[src/rtl/sub12_pkg.sv]
// Shared types and default sizing for the serial subtractor.
package sub12_pkg;
  typedef enum logic [1:0] {
    IDLE = 2'd0,
    CALC = 2'd1,
    DONE = 2'd2
  } state_t;

  localparam int W_DEF       = 12;
  localparam int SLICE_W_DEF = 4;
endpackage

[src/rtl/sub4_slice.sv]
// One SLICE_W-bit ripple-borrow subtract slice: {bout,d} = a - b - bin.
module sub4_slice #(
  parameter int SLICE_W = sub12_pkg::SLICE_W_DEF
) (
  input  logic [SLICE_W-1:0] a,
  input  logic [SLICE_W-1:0] b,
  input  logic               bin,
  output logic [SLICE_W-1:0] d,
  output logic               bout
);
  always_comb begin
    logic br;
    br = bin;
    d  = '0;
    for (int i = 0; i < SLICE_W; i++) begin
      d[i] = a[i] ^ b[i] ^ br;
      br   = (~a[i] & b[i]) | (~(a[i] ^ b[i]) & br);
    end
    bout = br;
  end
endmodule

[src/rtl/sub12_serial.sv]
// Serial A-B-Bin subtractor, one slice per cycle; SUB12_SERIAL_SAT_EN clamps D to 0 on borrow.
// state | meaning: IDLE accept start / CALC one slice per cycle / DONE one-cycle result pulse
module sub12_serial
  import sub12_pkg::*;
#(
  parameter int W       = W_DEF,
  parameter int SLICE_W = SLICE_W_DEF
) (
  input  logic         clk,
  input  logic         rst,
  input  logic         start,
  input  logic [W-1:0] A,
  input  logic [W-1:0] B,
  input  logic         Bin,
  output logic         ready,
  output logic         busy,
  output logic [W-1:0] D,
  output logic         Bout,
  output logic         done
);
  localparam int N     = W / SLICE_W;
  localparam int IDX_W = (N > 1) ? $clog2(N) : 1;

  state_t             state, state_nxt;
  logic [W-1:0]       a_q, b_q, acc, result;
  logic               borrow;
  logic [IDX_W-1:0]   idx;
  logic [SLICE_W-1:0] diff;
  logic               slice_bout;
  logic               last;

  assign last = (idx == IDX_W'(N - 1));

  sub4_slice #(.SLICE_W(SLICE_W)) u_slice (
    .a    (a_q[int'(idx)*SLICE_W +: SLICE_W]),
    .b    (b_q[int'(idx)*SLICE_W +: SLICE_W]),
    .bin  (borrow),
    .d    (diff),
    .bout (slice_bout)
  );

  // Partial result with the current slice merged in; only reaches D on the final slice.
  always_comb begin
    result = acc;
    result[int'(idx)*SLICE_W +: SLICE_W] = diff;
  end

  always_ff @(posedge clk or posedge rst) begin
    if (rst) state <= IDLE;
    else     state <= state_nxt;
  end

  always_comb begin
    state_nxt = state;
    case (state)
      IDLE:    if (start) state_nxt = CALC;
      CALC:    if (last)  state_nxt = DONE;
      DONE:    state_nxt = IDLE;
      default: state_nxt = IDLE;
    endcase
  end

  assign ready = (state == IDLE);
  assign busy  = (state == CALC);
  assign done  = (state == DONE);

  always_ff @(posedge clk or posedge rst) begin
    if (rst) begin
      a_q    <= '0;
      b_q    <= '0;
      acc    <= '0;
      borrow <= 1'b0;
      idx    <= '0;
      D      <= '0;
      Bout   <= 1'b0;
    end else begin
      case (state)
        IDLE: begin
          if (start) begin
            a_q    <= A;
            b_q    <= B;
            borrow <= Bin;
            acc    <= '0;
            idx    <= '0;
          end
        end
        CALC: begin
          acc    <= result;
          borrow <= slice_bout;
          idx    <= idx + IDX_W'(1);
          if (last) begin
            idx  <= '0;
            Bout <= slice_bout;
`ifdef SUB12_SERIAL_SAT_EN
            D    <= slice_bout ? '0 : result;
`else
            D    <= result;
`endif
          end
        end
        default: ;
      endcase
    end
  end
endmodule

[config.mk]
export PLATFORM = sky130hd
export DESIGN_NAME = sub12_serial
export DESIGN_NICKNAME = d
export VERILOG_FILES = /design/src/rtl/sub12_pkg.sv /design/src/rtl/sub4_slice.sv /design/src/rtl/sub12_serial.sv
export SDC_FILE = /design/constraint.sdc
export NUM_CORES = 1
export LEC_CHECK = 0
export CORE_MARGIN = 3
export CORE_UTILIZATION = 48
export DETAILED_ROUTE_END_ITERATION = 7
export GPL_ROUTABILITY_DRIVEN = 1
export HOLD_SLACK_MARGIN = 0.03
export PLACE_DENSITY_LB_ADDON = 0.2
export SLEW_MARGIN = 20
export SYNTH_ARGS = -nofsm -noshare
export SYNTH_HDL_FRONTEND = slang
export SYNTH_SLANG_ARGS = --single-unit
[constraint.sdc]
create_clock -name clk -period 3.2 [get_ports clk]
set_clock_uncertainty 0.2 [all_clocks]
set_input_delay 0.48 -clock clk [delete_from_list [all_inputs] [get_ports clk]]
set_output_delay 0.48 -clock clk [all_outputs]
set_load 0.005 [all_outputs]
# Word level (Yosys, flattened, before mapping)
# Cells that the tools add are included.
[totals]
output_inout_bits = 16
ff_bits = 54
elab_cells = 64
[classes]
add_sub_neg = 2
muxes = 11
eq_ne = 5
n_bitwise = 28
n_shift = 4
reduce_logical = 6
[op_table]
columns = ["operator", "count"]
rows = [
  ["negation 4 -> 33 bit", 1],
  ["variable shift 4 x 33 -> 12 bit (first input constant)", 1],
  ["indexed part select 4 x 33 -> 12 bit", 1],
  ["one-hot mux 12 bit (2 select lines)", 1],
  ["indexed part select 12 x 5 -> 4 bit", 2],
  ["bitwise mux 12 bit", 1],
  ["2-to-1 mux 12 bit", 1],
  ["bitwise AND 1 bit", 8],
  ["2-to-1 mux 2 bit", 4],
  ["inverter 1 bit", 8],
  ["one-hot mux 2 bit (2 select lines)", 2],
  ["AND reduction 2 bit", 4],
  ["XOR 1 bit", 8],
  ["equality test 2 bit (second input constant)", 2],
  ["OR 1 bit", 4],
  ["adder 2 x 1 -> 2 bit (second input constant)", 1],
  ["equality test 2 x 1 -> 1 bit (second input constant)", 1],
  ["zero test 2 bit", 1],
  ["!= test 2 x 1 -> 1 bit (second input constant)", 1],
  ["!= test 2 bit (second input constant)", 1],
  ["one-hot mux 1 bit (2 select lines)", 1],
  ["nonzero test 2 bit", 1],
  ["2-to-1 mux 1 bit", 1],
]

# Depth between registers and ports, before layout
# Gate-level depths: netlist (run 1).
[logic_depth]
word_depth = 13
depth_mapped = 12
ltp_nobuf = 11

# Cells and area by module
# From an unflattened synthesis (run 1), not the netlist that was laid out.
[hier_totals]
hier_cells = 230
area_unflattened_um2 = 2733.9
[by_module_without_submodules]
columns = ["mod", "area_per_inst_um2", "instances", "cells_each"]
rows = [
  ["sub12_serial", 2616.3, 1, 216],
  ["sub4_slice", 117.6, 1, 14],
]

# Worst setup path after synthesis (run 1)
# No wires, ideal clock.
[synth_path]
path_kind = "register to register"
from = "reg idx[0]"
to = "reg D[11]"
required_time_ps = 2935
setup_slack_ps = 107
stages_incl_launch_ff = 13
arrival_ps = 2829
setup_time_ps = 65
path_buffers = 1
path_cell_list = "dfrtp_1 > buf_2 > nor2b_1 > nand2_1 > o21ai_0 > fa_1 > inv_1 > fa_1 > fa_1 > inv_1 > fa_1 > nor3_1 > o22a_1"
[synth_via]
elab_chain_cells = 12
[synth_lines]
columns = ["item", "line_no", "text"]
rows = [
  ["start: declaration", "sub12_serial.sv:27", "logic [IDX_W-1:0] idx;"],
  ["start signal: assignment", "sub12_serial.sv:90", "idx <= idx + IDX_W'(1);"],
  ["indexed part select 12 x 5 -> 4 bit, on equally long branches", "sub12_serial.sv:35, sub12_serial.sv:36", ""],
  ["XOR 1 bit", "sub4_slice.sv:16, sub4_slice.sv:17", ""],
  ["inverter 1 bit", "sub4_slice.sv:17", "br = (~a[i] & b[i]) | (~(a[i] ^ b[i]) & br);"],
  ["bitwise AND 1 bit", "sub4_slice.sv:17", ""],
  ["OR 1 bit", "sub4_slice.sv:17", ""],
  ["bitwise AND 1 bit", "sub4_slice.sv:17", ""],
  ["OR 1 bit", "sub4_slice.sv:17", ""],
  ["bitwise AND 1 bit", "sub4_slice.sv:17", ""],
  ["OR 1 bit", "sub4_slice.sv:17", ""],
  ["XOR 1 bit", "sub4_slice.sv:16", "d[i] = a[i] ^ b[i] ^ br;"],
  ["indexed part select 4 x 33 -> 12 bit", "sub12_serial.sv:45", "result[int'(idx)*SLICE_W +: SLICE_W] = diff;"],
  ["bitwise mux 12 bit", "sub12_serial.sv:45", ""],
  ["end signal: assignment", "sub12_serial.sv:97", "D <= result;"],
  ["end: declaration", "sub12_serial.sv:17", "output logic [W-1:0] D,"],
]
# Several ways; a longest one is shown, not always the timed one.
# A chain may end at the register's enable or synchronous reset.

# Worst setup path after layout (run 1)
[layout_path]
from = "reg idx[0]"
to = "reg D[3]"
# The elaborated chain is that of the path after synthesis.

==> run summary, run 1 <==
RR Endpoint = D[3]
Max clock buf depth = 2
initial DRC count = 103
largest net degree at the start of global routing = 55
TritonCTS clock tree = done
CTS buffer count = 5
Area contributors post-synth = dfrtp_1, mux2_4, mux2_2
cell area power density = 1080 nW/um^2
core area = 5270 um^2
Final Hold Vio Count = 0
Worst setup SP type = flop
root buffer selected by CTS = clkbuf_8
Pleak = 1.41 nW
# setup viols final = 0
unrepaired setup endpoints after global routing = false
top cell type's share of synthesized area = 50.0%
register area share after synthesis = 50.0%
setup_tns = 0 ns
wire per inst = 15.5 um
DRT Pass-1 Iters = 4
grt met1 use = 22.0%
min Tclk post-route = 3.03 ns
pre-CTS setup slack = 0.0855 ns
worst r2r src = idx[0]
crit path DAT = 3.08 ns
FF+latch count, synth = 54
die area = 6570 um^2
pins over their slew limit = 0
reg2reg setup slack = 0.17 ns
kind of critical path = flop to flop
Hold Startpoint = acc[2]
met2 Usage GRT = 29.8%
Sink Count = 54
post-synth net total = 259
routability cong. = 0.841
diode count = 0
Mapped Area = 2700 um^2
cells after synthesis = 222
met3 Usage GRT = 4.88%
Setup crit end kind = flop
# port buffers = 43
hold path cells = 1
Yosys top cell by area = dfrtp_1
Yosys warnings = 0
distinct cell type count after synthesis = 39
Max Freq = 0.330 GHz
IR drop worst, VDD = 0.570 mV
ys async rst share = 100%
R2R depth = 11
worst setup path start = idx[0]
fillers = 459
grt peak-use layer = met2
H-tree Lvls = 2
chip height = 81.0 um
vias in the first global route = 1814
DIE WIDTH = 81.0 um
initial antenna violation count = 0
worst hold path type = flop to flop
Worst slew margin = 71.2%
Cell Rows = 26
Final Cycle Share = 94.6%
Post-CTS Setup Repair Bufs = 0
fin nets = 304
DRT Wirelength = 5240 um
antenna viol nets, final = 0
Clk pin slew, worst setup/hold paths = 0.10 ns
average vias per placed instance = 5.34
WHS Endpoint = acc[2]
area grow syn2layout = 21.4%
share of layout cells above drive strength 1 = 17.5%
setup slack after layout = 0.173 ns
vias = 1805
IO Pins = 44
commonest register cell after synthesis = dfrtp_1
Total GRT Usage = 17.6%
global-route wire length before repair = 8740 um
CP Max Fanout = 6
Worst-Skew Late Latency = 0.31 ns
HPWL after DPL = 3820 um
post_cts resized = 0
CTS Hold Bufs = 0
Post-synth top cells = dfrtp_1, mux2_4, a21oi_1
Initial Util = 51.3%
status = finished, final reports clean
most frequent cell after synthesis = dfrtp_1
Overflow after GRT = 0
Max-Cap Viols = 0
Synth Area per Inst = 12.2 um^2
worst slew pin tran = 0.432 ns
Worst Path Required = 3.26 ns
number of synthesized flops with an enable pin = 0
DR DRC count = 0
cell families (layout without fill, tap and decap cells):
logic type	Yosys count	after routing	share of synthesized area, %
AOI/OAI and AO/OA	53	53	13.1
adders and majority gates	9	9	5.28
buffers and inverters	23	69	5.42
DFF	54	54	50.0
muxes	33	33	15.7
and+or+nand+nor	50	50	10.4
cell type report:
cell class,count,area (um^2),area share (%)
Clock buffer,5,68.8,2.10
Clock inverter,3,21.3,0.648
Inverter,12,45.0,1.37
Multi-Input combinational cell,145,1220,37.1
Sequential cell,54,1350,41.2
Tap cell,70,87.6,2.67
Timing Repair Buffer,49,488,14.9
cells in the final DEF (no fill, tap or decap), drive strengths merged, types with 3 or more instances in the layout:
cell type and n:
a21o 3, a21oi 16, a22o 6, buf 6, clkbuf 5, clkdlybuf4s50 43
dfrtp 54, fa 4, ha 5, inv 12, mux2 25, mux2i 8
nand2 10, nor2 13, nor2b 8, nor3 6, o21ai 9, o22a 4
o2bb2ai 6
stage by stage:
stage | instances | util [%] | cell area, um^2 | power [mW] | hold WS [ns]
2_1_floorplan | 222 | - | 2700 | 2.53 | 0.256
3_3_place_gp | 330 | 60.3 | 3180 | 3.11 | 0.270
3_5_place_dp | 330 | 60.3 | 3180 | 3.15 | 0.276
4_1_cts | 338 | 62.0 | 3270 | 3.53 | 0.300
5_1_grt | 338 | 62.3 | 3280 | 3.81 | 0.308
6_report | 338 | 62.3 | 3280 | 3.55 | 0.299
flip-flops by register name, indices dropped and copies added, names as in the netlist:
name / count
idx: 2
state: 2
borrow: 1
D: 12
acc: 12
b_q: 12
Bout: 1
a_q: 12
metal layers:
| layer | up-vias | wire length (um) |
|---|---|---|
| met3 | 5 | 230 |
| met1 | 883 | 2360 |
| met2 | 38 | 2590 |
| li1 | 879 | - |
| met4 | 0 | 49 |
| met5 | - | 0 |
critical path, cell delays in order, from the launching register on:
cell and delay, ns:
dfrtp_2 0.45, mux2i_1 0.20, nor2_1 0.07, a21oi_2 0.13, fa_1 0.18, inv_1 0.05
fa_1 0.38, fa_1 0.37, inv_1 0.08, fa_2 0.50, nor3_1 0.20, o22a_1 0.16
how the worst max path moves through the flow:
stage                 end  slack (ns)  cells after the start
global placement    D[11]        0.18                     11
global route         D[3]        0.01                     11
CTS                  D[3]        0.07                     11
floorplan           D[11]        0.11                     12
detailed placement   D[3]        0.09                     11
finish               D[3]        0.17                     11
power by group:
part | switching (mW) | internal, mW
logic | 0.958 | 0.986
clock network | 0.230 | 0.154
registers | 0.217 | 1.00
(Power assumes the default switching activity.)
==> run 2, diff against run 1 <==
Settings changed: MAX_ROUTING_LAYER set to met4.
==> run 2 against run 1 <==
  * Combinational power about the same
  * Critical path depth unchanged
  * Count of clock-buffer cells in the layout unchanged
  * Sequential cell count unchanged
  * Cell count unchanged
  * Die area unchanged
  * Power about the same
  * Non-clock buffer count unchanged
  * Cell area unchanged
  * Sequential share of layout area unchanged
  * Largest power group unchanged
==> run summary, run 2 (same netlist as run 1, synthesis figures left out) <==
routability cong. = 0.854 (+1.6%)
root buffer selected by CTS = clkbuf_8
worst path cell trace = mux2i_1 > nor2_1 > a21oi_2 > fa_1 > inv_1 > fa_1 > fa_1 > inv_1 > fa_2 > nor3_1 > o22a_1
vias = 1794 (-0.61%)
Clock Power Share = 10.9% (about the same)
power consumption = 3.54 mW (about the same)
worst slew pin tran = 0.440 ns (+0.00850 ns)
worst hold path type = flop to flop
global-route wire length before repair = 8770 um (+0.31%)
average vias per placed instance = 5.31 (-0.61%)
die area = 6570 um^2 (unchanged)
sw frac = 39.6% (-0.044 points)
core area = 5270 um^2 (unchanged)
chip height = 81.0 um (unchanged)
Worst-Skew Late Latency = 0.31 ns (about the same)
DRT Wirelength = 5220 um (-0.38%)
fin nets = 304 (unchanged)
status = finished, final reports clean
most common cell after layout, fill and taps aside = dfrtp_1
sw power = 1.40 mW (-0.20%)
largest net degree at the start of global routing = 55 (unchanged)
Clk pin slew, worst setup/hold paths = 0.10 ns (about the same)
wire per inst = 15.4 um (-0.38%)
Hold Startpoint = acc[3]
vias in the first global route = 1806 (-0.44%)
reg2reg setup slack = 0.18 ns (about the same)
share of layout cells above drive strength 1 = 17.5% (unchanged)
DR DRC count = 0 (unchanged)
kind of critical path = flop to flop
Worst slew margin = 70.7% (-0.57 points)
Total GRT Usage = 18.1% (+0.56 points)
CP peak stage delay = 0.50 ns (about the same)
cell area power density = 1080 nW/um^2 (about the same)
H-tree Lvls = 2 (unchanged)
Max clock buf depth = 2 (unchanged)
RR Endpoint = D[3]
CTS buffer count = 5 (unchanged)
Final Hold Vio Count = 0 (unchanged)
Logic pwr share = 54.7% (about the same)
CTS Hold Bufs = 0 (unchanged)
initial antenna violation count = 0 (unchanged)
Core Util, Final = 62.3% (unchanged)
Initial Util = 51.3% (unchanged)
Max-Cap Viols = 0 (unchanged)
unrepaired setup endpoints after global routing = false
Worst setup SP type = flop
post_cts resized = 0 (unchanged)
Sink Count = 54 (unchanged)
IR drop worst, VDD = 0.563 mV (-1.3%)
DIE WIDTH = 81.0 um (unchanged)
most frequent cells in the layout = dfrtp_1, clkdlybuf4s50_1, mux2_4
Max Freq = 0.331 GHz (+0.15%)
pins over their slew limit = 0 (unchanged)
Seq pwr share = 34.4% (about the same)
placed inst area = 3180 um^2 (unchanged)
Final Cycle Share = 94.4% (-0.14 points)
final instance area = 3280 um^2 (unchanged)
antenna viol nets, final = 0 (unchanged)
DRT Pass-1 Iters = 4 (unchanged)
Overflow after GRT = 0 (unchanged)
Internal = 2.14 mW (about the same)
TritonCTS clock tree = done
Post-CTS Setup Repair Bufs = 0 (unchanged)
crit path DAT = 3.08 ns (about the same)
setup_tns = 0 ns (unchanged)
HPWL after DPL = 3820 um (unchanged)
Slowest-stage cell, CP = fa_2
Setup crit end kind = flop
R2R depth = 11 (unchanged)
CP Max Fanout = 6 (unchanged)
diode count = 0 (unchanged)
hold path cells = 1 (unchanged)
Cell Rows = 26 (unchanged)
area grow syn2layout = 21.4% (unchanged)
Worst Path Required = 3.26 ns (about the same)
# port buffers = 43 (unchanged)
min Tclk post-route = 3.02 ns (-0.00450 ns)
initial DRC count = 102 (-0.97%)
# setup viols final = 0 (unchanged)
Worst path most repeated cell = fa_1
IO Pins = 44 (unchanged)
worst r2r src = idx[0]
Pleak = 1.41 nW (unchanged)
WHS Endpoint = acc[3]
run 2: cell counts in the layout (fill, tap and decap cells not counted):
No cell type changed its count.
run 2: power groups by stage:
stage	Combinational [mW]	Clock [mW]	Sequential, mW
finish	1.94	0.386	1.22
global placement	1.88	0	1.23
global route	2.12	0.421	1.26
CTS	1.93	0.389	1.22
detailed placement	1.92	0	1.23
floorplan	1.38	0	1.16
run 2: per-stage QoR:
step | setup slack, ns | std cells | hold slack [ns]
finish | 0.178 | 338 | 0.299
CTS | 0.0670 | 338 | 0.300
detailed placement | 0.0855 | 330 | 0.276
global route | 0.0164 | 338 | 0.308
floorplan | 0.107 | 222 | 0.256
global placement | 0.181 | 330 | 0.270
run 2: worst max-delay path by stage:
stage               slack [ns]  cells after the start    from  endpoint
finish                    0.18                     11  idx[0]      D[3]
global route              0.02                     11  idx[0]      D[3]
CTS                       0.07                     11  idx[0]      D[3]
detailed placement        0.09                     11  idx[0]      D[3]
global placement          0.18                     11  idx[0]     D[11]
floorplan                 0.11                     12  idx[0]     D[11]
run 2: critical path, delay by kind of cell (launching register included):
| family | cells | cell delay, ns |
|---|---|---|
| multiplexers | 1 | 0.20 |
| AO/OA/AOI/OAI | 2 | 0.29 |
| AND/OR/NAND/NOR | 2 | 0.27 |
| adder cells (fa/ha/maj) | 4 | 1.43 |
| buffers and inverters | 2 | 0.13 |
| flip-flops | 1 | 0.45 |
run 2: cell type report:
class / instances / area (um^2)
fillers: 459 / 1990
multi-input cells: 145 / 1220
clock inverters: 3 / 21.3
inverters: 12 / 45.0
repair buffers: 49 / 488
clock buffers: 5 / 68.8
flip-flops and latches: 54 / 1350
well taps: 70 / 87.6
run 2: routing by layer:
layer / part of all wire, % / vias up / global-route usage (%)
met2: 50 / 33 / 29.7
met1: 45 / 877 / 22.2
met4: 0.65 / 0 / 4.73
met5: 0 / - / -
li1: - / 880 / -
met3: 3.9 / 4 / 4.88
==> run 3, diff against run 2 <==
==> constraint.sdc (replaced) <==
create_clock -name clk -period 3.2 [get_ports clk]
set_clock_uncertainty 0.2 [all_clocks]
set_input_delay 0.8 -clock clk [delete_from_list [all_inputs] [get_ports clk]]
set_output_delay 0.8 -clock clk [all_outputs]
set_load 0.005 [all_outputs]
==> run 3 against run 2 <==
  * Via count is 2.3% higher
  * Sequential power hardly changed
  * Sequential share of layout area is 0.48 points lower
  * Sequential cell count stayed put
  * Non-clock buffer count is 1 higher
  * Power is 3.4% higher
  * Fmax is 0.82% lower
  * First-iteration DRC count is 39% lower
  * Hold slack worse by 0.0014 ns
  * Setup slack worse by 0.025 ns
  * Cell count is 0.30% higher
  * Count of clock-buffer cells in the layout is 2 higher
  * Critical endpoint unchanged
==> run summary, run 3 (same netlist as run 1, synthesis figures left out) <==
HPWL after DPL = 4010 um (+5.0%)
most common cell after layout, fill and taps aside = dfrtp_1
CTS Hold Bufs = 0 (unchanged)
root buffer selected by CTS = clkbuf_8
Final Cycle Share = 95.2% (+0.78 points)
RR Endpoint = D[3]
Worst Path Required = 3.26 ns (about the same)
H-tree Lvls = 2 (unchanged)
Initial Util = 51.3% (unchanged)
hold path cells = 1 (unchanged)
Cell Rows = 26 (unchanged)
Final Hold Vio Count = 0 (unchanged)
share of layout cells above drive strength 1 = 17.8% (+0.31 points)
area grow syn2layout = 22.9%
reg2reg setup slack = 0.15 ns (-0.02 ns)
worst r2r src = idx[0]
diode count = 0 (unchanged)
wire per inst = 16.0 um (+3.6%)
vias = 1835 (+2.3%)
Clk pin slew, worst setup/hold paths = 0.10 ns (about the same)
IR drop worst, VDD = 0.538 mV (-4.5%)
WHS Endpoint = D[4]
Max Freq = 0.328 GHz (-0.82%)
antenna viol nets, final = 0 (unchanged)
Overflow after GRT = 0 (unchanged)
min Tclk post-route = 3.05 ns (+0.0249 ns)
# port buffers = 43 (unchanged)
unrepaired setup endpoints after global routing = false
# setup viols final = 0 (unchanged)
setup_tns = 0 ns (unchanged)
average vias per placed instance = 5.41 (+2.0%)
IO Pins = 44 (unchanged)
routability cong. = 0.852 (-0.20%)
Worst-Skew Late Latency = 0.30 ns (about the same)
pins over their slew limit = 0 (unchanged)
global-route wire length before repair = 9350 um (+6.6%)
DR DRC count = 0 (unchanged)
initial antenna violation count = 0 (unchanged)
Worst slew margin = 62.6% (-8.1 points)
chip height = 81.0 um (unchanged)
DRT Pass-1 Iters = 4 (unchanged)
Hold Startpoint = D[4]
status = finished, final reports clean
most frequent cells in the layout = dfrtp_1, clkdlybuf4s50_1, mux2_4
Setup crit end kind = flop
initial DRC count = 62 (-39%)
largest net degree at the start of global routing = 31 (-44%)
fin nets = 305 (+0.33%)
DIE WIDTH = 81.0 um (unchanged)
CP Max Fanout = 6 (unchanged)
power consumption = 3.66 mW (+3.4%)
worst slew pin tran = 0.560 ns (+0.120 ns)
Max clock buf depth = 2 (unchanged)
die area = 6570 um^2 (unchanged)
Sink Count = 54 (unchanged)
kind of critical path = flop to flop
core area = 5270 um^2 (unchanged)
CTS buffer count = 5 (unchanged)
vias in the first global route = 1929 (+6.8%)
crit path DAT = 3.11 ns (+0.03 ns)
DRT Wirelength = 5420 um (+3.9%)
Max-Cap Viols = 0 (unchanged)
cell area power density = 1100 nW/um^2 (+2.2%)
TritonCTS clock tree = done
Pleak = 1.42 nW (+1.2%)
Worst setup SP type = flop
worst hold path type = flop to flop
Total GRT Usage = 19.2% (+1.1 points)
R2R depth = 10 (-1)
==> run 3: how the worst max path moves through the flow <==
stage	start	endpoint	cells past startpoint
after global placement	idx[0]	D[11]	11
after global routing	idx[0]	D[3]	10
after CTS	idx[0]	D[11]	11
final	idx[0]	D[3]	10
after floorplan	idx[0]	D[11]	12
after detailed placement	idx[0]	D[11]	11
==> run 3: worst max-delay path, stage by stage (launching register included) <==
cell and delay, ns:
dfrtp_2 0.46, buf_4 0.15, buf_4 0.15, mux2i_1 0.14
o21ai_0 0.13, fa_1 0.46, fa_1 0.37, inv_1 0.08
fa_2 0.50, nor3_1 0.20, o22a_1 0.16
==> run 3: where the power goes <==
part | switching (mW) | total (mW) | internal [mW]
combinational | 0.988 | 1.99 | 1.00
sequential | 0.217 | 1.22 | 1.00
clock | 0.219 | 0.453 | 0.235
==> run 3: per-layer routing <==
metal | wire length (um) | global-route usage [%] | up-vias
met2 | 2670 | 31.0 | 43
met4 | 54 | 4.56 | 0
met1 | 2470 | 24.9 | 910
met5 | 0 | - | -
met3 | 227 | 3.99 | 5
li1 | - | - | 877
==> run 3: layout make-up <==
class	instances	area (um^2)
clock buffer	7	76.3
clock inverter	1	30.0
fill	456	1950
inverter	12	45.0
multi-input combinational	145	1230
sequential	54	1350
tap	70	87.6
timing repair buffer	50	499
==> run 3: per-stage QoR <==
| step | setup slack (ns) | instances | area, um^2 | hold WS, ns | util (%) |
|---|---|---|---|---|---|
| after floorplan | 0.107 | 222 | 2700 | 0.256 | - |
| after detailed placement | 0.0495 | 330 | 3180 | 0.273 | 60.3 |
| after CTS | 0.0381 | 338 | 3290 | 0.301 | 62.4 |
| final | 0.153 | 339 | 3320 | 0.297 | 63.0 |
| after global placement | 0.185 | 330 | 3180 | 0.270 | 60.3 |
| after global routing | 0.0127 | 339 | 3320 | 0.327 | 63.0 |
==> run 3: what timing repair did <==
action,in CTS,in global routing
setup buffers,0,1
pin swaps,0,0
setup endpoints to repair,1,3
gates resized for setup,2,7
